==> src/rtl/io_port_fifo_bank_if.sv <==
// io_port_fifo_bank_if: valid/ready stream and Empty/Full-bit I/O port signals
// shared between the FIFO bank and its producers/consumers.
interface io_port_fifo_bank_if #(
  parameter int WORD_WIDTH    = 36,
  parameter int IO_PORT_COUNT = 4
) ();
  logic [IO_PORT_COUNT-1:0]            ext_in_valid, ext_in_ready, io_read_EF, io_rden;
  logic [IO_PORT_COUNT-1:0]            io_write_EF, io_wren, ext_out_valid, ext_out_ready;
  logic [IO_PORT_COUNT*WORD_WIDTH-1:0] ext_in_data, io_read_data, io_write_data, ext_out_data;
  modport slave (
    input  ext_in_valid, ext_in_data, io_rden, io_write_data, io_wren, ext_out_ready,
    output ext_in_ready, io_read_EF, io_read_data, io_write_EF, ext_out_valid, ext_out_data
  );
  modport master (
    output ext_in_valid, ext_in_data, io_rden, io_write_data, io_wren, ext_out_ready,
    input  ext_in_ready, io_read_EF, io_read_data, io_write_EF, ext_out_valid, ext_out_data
  );
endinterface

==> src/rtl/io_port_fifo_bank.sv <==
// io_port_fifo_bank: per-port read and write FWFT FIFOs between valid/ready streams and E/F I/O ports.
// Optional registered occupancy output under IO_FIFO_OCCUPANCY_EN.
module io_port_fifo_bank #(
  parameter int WORD_WIDTH      = 36,
  parameter int IO_PORT_COUNT   = 4,
  parameter int FIFO_DEPTH      = 8,
  parameter int FIFO_ADDR_WIDTH = 3,
  parameter     FIFO_RAMSTYLE   = "MLAB"
) (
  input logic clock,
  input logic reset_n,
`ifdef IO_FIFO_OCCUPANCY_EN
  output logic [IO_PORT_COUNT*2*(FIFO_ADDR_WIDTH+1)-1:0] occupancy,
`endif
  io_port_fifo_bank_if.slave bus
);
  localparam int W  = WORD_WIDTH;
  localparam int P  = IO_PORT_COUNT;
  localparam int AW = FIFO_ADDR_WIDTH;
  localparam int N  = 2 * P;
  logic [N-1:0] push, pop, empty, full;
  logic [W-1:0] din [N];
  logic [W-1:0] dout [N];
  logic [AW:0]  cnt [N];
  genvar p, f;
  // FIFO index p is the read FIFO of port p, index P+p its write FIFO
  for (p = 0; p < P; p++) begin : g_port
    assign push[p]   = bus.ext_in_valid[p] & ~full[p];
    assign pop[p]    = bus.io_rden[p] & ~empty[p];
    assign push[P+p] = bus.io_wren[p] & ~full[P+p];
    assign pop[P+p]  = bus.ext_out_ready[p] & ~empty[P+p];
    assign din[p]    = bus.ext_in_data[p*W +: W];
    assign din[P+p]  = bus.io_write_data[p*W +: W];
    assign bus.ext_in_ready[p]          = ~full[p];
    assign bus.io_read_EF[p]            = ~empty[p];
    assign bus.io_read_data[p*W +: W]   = dout[p];
    assign bus.io_write_EF[p]           = full[P+p];
    assign bus.ext_out_valid[p]         = ~empty[P+p];
    assign bus.ext_out_data[p*W +: W]   = dout[P+p];
`ifdef IO_FIFO_OCCUPANCY_EN
    assign occupancy[p*2*(AW+1) +: 2*(AW+1)] = {cnt[P+p], cnt[p]};
`endif
  end
  for (f = 0; f < N; f++) begin : g_fifo
    (* ramstyle = FIFO_RAMSTYLE *) logic [W-1:0] mem_q [FIFO_DEPTH];
    logic [AW:0] wptr_q, wptr_d, rptr_q, rptr_d;
    assign empty[f] = wptr_q == rptr_q;
    assign full[f]  = (wptr_q[AW-1:0] == rptr_q[AW-1:0]) && (wptr_q[AW] != rptr_q[AW]);
    assign dout[f]  = mem_q[rptr_q[AW-1:0]];
    always_comb begin
      wptr_d = wptr_q + (AW+1)'(push[f]);
      rptr_d = rptr_q + (AW+1)'(pop[f]);
    end
    always_ff @(posedge clock or negedge reset_n) begin
      if (!reset_n) begin
        wptr_q <= '0;
        rptr_q <= '0;
      end else begin
        wptr_q <= wptr_d;
        rptr_q <= rptr_d;
      end
    end
    // storage is deliberately left unreset so it can map onto RAM
    always_ff @(posedge clock) begin
      if (push[f]) mem_q[wptr_q[AW-1:0]] <= din[f];
    end
`ifdef IO_FIFO_OCCUPANCY_EN
    logic [AW:0] cnt_q, cnt_d;
    assign cnt_d = wptr_d - rptr_d;
    always_ff @(posedge clock or negedge reset_n) begin
      if (!reset_n) cnt_q <= '0;
      else cnt_q <= cnt_d;
    end
    assign cnt[f] = cnt_q;
`else
    assign cnt[f] = '0;
`endif
  end
endmodule
==> src/flat_wrapper.sv <==
// flat-port wrapper written by rule: the top's interface ports become plain ports
module io_port_fifo_bank_flat 
#(
  parameter int WORD_WIDTH      = 36,
  parameter int IO_PORT_COUNT   = 4,
  parameter int FIFO_DEPTH      = 8,
  parameter int FIFO_ADDR_WIDTH = 3,
  parameter     FIFO_RAMSTYLE   = "    "
)
  (clock, reset_n, bus_ext_in_valid, bus_ext_in_data, bus_io_rden, bus_io_write_data, bus_io_wren, bus_ext_out_ready, bus_ext_in_ready, bus_io_read_EF, bus_io_read_data, bus_io_write_EF, bus_ext_out_valid, bus_ext_out_data);
  io_port_fifo_bank_if #(.WORD_WIDTH(WORD_WIDTH), .IO_PORT_COUNT(IO_PORT_COUNT)) bus_i ();
  input logic clock;
  input logic reset_n;
  input wire logic [$bits(bus_i.ext_in_valid)-1:0] bus_ext_in_valid;
  input wire logic [$bits(bus_i.ext_in_data)-1:0] bus_ext_in_data;
  input wire logic [$bits(bus_i.io_rden)-1:0] bus_io_rden;
  input wire logic [$bits(bus_i.io_write_data)-1:0] bus_io_write_data;
  input wire logic [$bits(bus_i.io_wren)-1:0] bus_io_wren;
  input wire logic [$bits(bus_i.ext_out_ready)-1:0] bus_ext_out_ready;
  output wire logic [$bits(bus_i.ext_in_ready)-1:0] bus_ext_in_ready;
  output wire logic [$bits(bus_i.io_read_EF)-1:0] bus_io_read_EF;
  output wire logic [$bits(bus_i.io_read_data)-1:0] bus_io_read_data;
  output wire logic [$bits(bus_i.io_write_EF)-1:0] bus_io_write_EF;
  output wire logic [$bits(bus_i.ext_out_valid)-1:0] bus_ext_out_valid;
  output wire logic [$bits(bus_i.ext_out_data)-1:0] bus_ext_out_data;
  assign bus_i.ext_in_valid = bus_ext_in_valid;
  assign bus_i.ext_in_data = bus_ext_in_data;
  assign bus_i.io_rden = bus_io_rden;
  assign bus_i.io_write_data = bus_io_write_data;
  assign bus_i.io_wren = bus_io_wren;
  assign bus_i.ext_out_ready = bus_ext_out_ready;
  assign bus_ext_in_ready = bus_i.ext_in_ready;
  assign bus_io_read_EF = bus_i.io_read_EF;
  assign bus_io_read_data = bus_i.io_read_data;
  assign bus_io_write_EF = bus_i.io_write_EF;
  assign bus_ext_out_valid = bus_i.ext_out_valid;
  assign bus_ext_out_data = bus_i.ext_out_data;
  io_port_fifo_bank #(.WORD_WIDTH(WORD_WIDTH), .IO_PORT_COUNT(IO_PORT_COUNT), .FIFO_DEPTH(FIFO_DEPTH), .FIFO_ADDR_WIDTH(FIFO_ADDR_WIDTH), .FIFO_RAMSTYLE(FIFO_RAMSTYLE)) u_core (.clock(clock), .reset_n(reset_n), .bus(bus_i));
endmodule
==> config.mk <==
export PLATFORM = sky130hd
export DESIGN_NAME = io_port_fifo_bank_flat
export DESIGN_NICKNAME = d
export VERILOG_FILES = /design/src/rtl/io_port_fifo_bank_if.sv /design/src/rtl/io_port_fifo_bank.sv /design/src/flat_wrapper.sv
export SDC_FILE = /design/constraint.sdc
export NUM_CORES = 2
export LEC_CHECK = 0
export BUFFER_PORTS_ARGS = -buffer_cell sky130_fd_sc_hd__buf_2
export CORE_ASPECT_RATIO = 0.5
export CORE_MARGIN = 2
export CORE_UTILIZATION = 48
export DETAILED_ROUTE_END_ITERATION = 8
export MAX_ROUTING_LAYER = met4
export PLACE_DENSITY = 0.68
export SETUP_SLACK_MARGIN = 0.1
export SYNTH_ARGS = -nofsm -noshare
export SYNTH_HDL_FRONTEND = slang
export SYNTH_SLANG_ARGS = --single-unit
==> constraint.sdc <==
create_clock -name clock -period 5.3 [get_ports clock]
set_clock_uncertainty 0.2 [all_clocks]
set_input_delay 1.06 -clock clock [delete_from_list [all_inputs] [get_ports clock]]
set_output_delay 1.06 -clock clock [all_outputs]
set_load 0.01 [all_outputs]
==> flow_metrics.env <==
export IMPL_status="completed"
export IMPL_slew_headroom=0.272
export IMPL_wl_met1_um=73000
export IMPL_grt_overflow=0
export IMPL_setup_tns_ns=0
export IMPL_clk_pin_slew_ns=0.06
export IMPL_finalSetupViolations=0
export IMPL_critPathArrivalTime_ns=3.31
export IMPL_hold_path_class="primary input to flip-flop"
export IMPL_maxSlewViolCount=0
export IMPL_powerDensity_nw_per_um2=542
export IMPL_crit_required_ns=4.04
export IMPL_fp_dieH_um=313
export IMPL_min_period_over_period=0.863
export IMPL_syn_mean_instance_area_sq_um=25.2
export IMPL_ctsHoldBuffers=1
export IMPL_die_area_sq_um=195000
export IMPL_rows=113
export IMPL_worst_slack_ns=0.728
export IMPL_ys_types=36
export IMPL_first_iter_violations=3079
export IMPL_max_freq_ghz=0.219
export IMPL_yosys_cell_count_top_type="edfxtp_1"
export IMPL_period_minus_slack_ns=4.57
export IMPL_firstDrtPassIters=5
export IMPL_numPortBuffers=609
export IMPL_synth_edf_count=2304
export IMPL_synth_fp_nets=3990
export IMPL_clk_latency_ns=0.83
export IMPL_synth_top_area_share=0.753
export IMPL_stdcell_count=7118
export IMPL_route_met2_wl_um=105000
export IMPL_root_buffer="clkbuf_16"
export IMPL_start_kind="flip-flop"
export IMPL_grt_usage=0.198
export IMPL_fin_nets=4736
export IMPL_ys_ff_latch=2368
export IMPL_grt_pass1_vias=41516
export IMPL_die_w_um=623
export IMPL_grt_antenna_before_repair=72
export IMPL_end_kind="output port"
export IMPL_leakage_nw=35.3
export IMPL_ys_top_cells_by_area="edfxtp_1 75%, mux4_1 13%, mux2_2 3.5%"
export IMPL_core_sq_um=190000
export IMPL_vdd_drop_max_v=0.000313
export IMPL_fill_cells=13926
export IMPL_ctsHtreeMaxLevel=4
export IMPL_grt_pass1_wl_um=276000
export IMPL_cts_path_max_buffers=4
export IMPL_dp_hpwl_um=110000
export IMPL_cts_buffers=206
export IMPL_synth_common_cells="2304 x edfxtp_1, 461 x mux4_1, 288 x mux2_2"
export IMPL_post_cts_buffers=0
export IMPL_vias_per_cell=5.67
export IMPL_area_delta_synth_final_pct=14.0
export IMPL_fin_util=0.551
export IMPL_yosysWarningCount=0
export IMPL_cts_tree="built"
export IMPL_drtAntennaViolNets=0
export IMPL_wirelength_um=190000
export IMPL_tightest_slew_ns=1.09
export IMPL_num_io_pins=610
export IMPL_maxCapViolations=0
export IMPL_syn_area_sq_um=91900
export IMPL_cts_sinks=2368
export IMPL_rsz0062_at_grt="false"
export IMPL_grt_max_degree=76
export IMPL_ys_seq_area_frac=0.770
export IMPL_ys_flop_type="edfxtp_1"
export IMPL_vias=40378
export IMPL_wl_per_cell_um=26.8
export IMPL_start_util=0.484
export IMPL_synth_area_leader_cell="edfxtp_1"
export IMPL_dp_slack_ns=1.56
export IMPL_routabilityCongestion=0.757
export IMPL_drc=0
export IMPL_synthCells=3652
export IMPL_cts_resized=0
export IMPL_met3_length_um=6800
export IMPL_timing_critical_path_fanout_max=49
export IMPL_topRoutingLayerUsed="met4"
export IMPL_numPlacedInstances=6719
export IMPL_path_class="flip-flop to output port"
export IMPL_layout_drive_gt1_share=0.324
export IMPL_async_flop_share=0.0270
export IMPL_hold_viol_final=0
-- layout by cell type, fill, tap and decap left out, drive strengths merged, types with 2 or more instances in the layout --
| cell type | count |
|---|---|
| nand3 | 17 |
| diode | 28 |
| clkinv | 87 |
| nor4b | 10 |
| nor2b | 4 |
| edfxtp | 2304 |
| nand2b | 4 |
| nor4 | 8 |
| and3b | 12 |
| ha | 32 |
| nand4 | 9 |
| xnor2 | 45 |
| nand4b | 5 |
| mux4 | 576 |
| and3 | 15 |
| and4b | 4 |
| buf | 711 |
| nor3b | 10 |
| mux2 | 288 |
| xor2 | 19 |
| nand2 | 12 |
| dfrtp | 64 |
| and2 | 14 |
| nor3 | 13 |
| nand3b | 2 |
| clkinvlp | 3 |
| clkbuf | 258 |
| nor2 | 5 |
| bufinv | 20 |
| inv | 5 |
-- stage by stage --
stage,power (mW),hold slack (ns),instance area (sq um)
after floorplan,36.7,0.265,91900
after global placement,42.4,0.283,98200
after detailed placement,42.9,0.283,98200
after CTS,57.6,0.204,105000
after global routing,59.2,0.239,105000
final,56.8,0.274,105000
-- routing by layer --
metal,vias up,track usage
li1,17598,-
met3,364,0.0278
met2,874,0.353
met4,0,0.0716
met1,21542,0.229
met5,-,-
-- registers in the layout, indices dropped and copies added, names as in the netlist --
name,cells
u_core.g_fifo.mem_q,2304
u_core.g_fifo.rptr_q,32
u_core.g_fifo.wptr_q,32
-- power breakdown --
group | total [mW] | leakage, nW | switching, mW | internal, mW
Sequential | 25.6 | 21.6 | 1.86 | 23.7
Clock | 14.7 | 3.16 | 6.54 | 8.19
Combinational | 16.4 | 10.5 | 8.47 | 7.96
-- final cells by class --
| cell class | instances | area [sq um] | share of cell area |
|---|---|---|---|
| inverters | 3 | 11.3 | 0.000108 |
| clock inverters | 112 | 1090 | 0.0104 |
| flip-flops and latches | 2368 | 70800 | 0.676 |
| repair buffers | 712 | 3940 | 0.0376 |
| well taps | 2530 | 3170 | 0.0302 |
| diodes | 28 | 70.1 | 0.000669 |
| clock buffers | 258 | 5400 | 0.0516 |
| multi-input cells | 1107 | 20200 | 0.193 |
-- logic make-up after synthesis --
kind of cell | count (synthesis) | synth area share
xor gates and xnor gates | 64 | 0.00610
adders and majority gates | 32 | 0.00436
muxes | 864 | 0.195
DFF | 2368 | 0.770
and+or+nand+nor | 147 | 0.0106
buffers and inverters | 177 | 0.0133
-- worst paths after layout --
check | startpoint | to | slack, ns | cells after the start
setup / recovery | u_core.g_fifo[6].rptr_q[0]$_DFF_PN0_ | bus_ext_out_data[74] | 0.73 | 4
hold / removal | bus_ext_in_data[44] | u_core.g_fifo[1].mem_q[7][8]$_DFFE_PP_ | 0.27 | 1
setup reg to reg | u_core.g_fifo[5].rptr_q[0]$_DFF_PN0_ | u_core.g_fifo[5].mem_q[7][12]$_DFFE_PP_ | 1.72 | 5
hold reg to reg | u_core.g_fifo[0].wptr_q[3]$_DFF_PN0_ | u_core.g_fifo[0].wptr_q[3]$_DFF_PN0_ | 0.29 | 1
max in group asynchronous | reset_n | u_core.g_fifo[4].rptr_q[0]$_DFF_PN0_ | 3.33 | 3
min in group asynchronous | reset_n | u_core.g_fifo[6].rptr_q[1]$_DFF_PN0_ | 0.55 | 2
-- critical path, cell delays in order, from the launching register on --
cell	delay (ns)
dfrtp_4	1.01
buf_4	0.38
mux4_1	0.60
mux2_2	0.28
buf_2	0.15
Note: power is estimated with default switching activity, not from simulation.
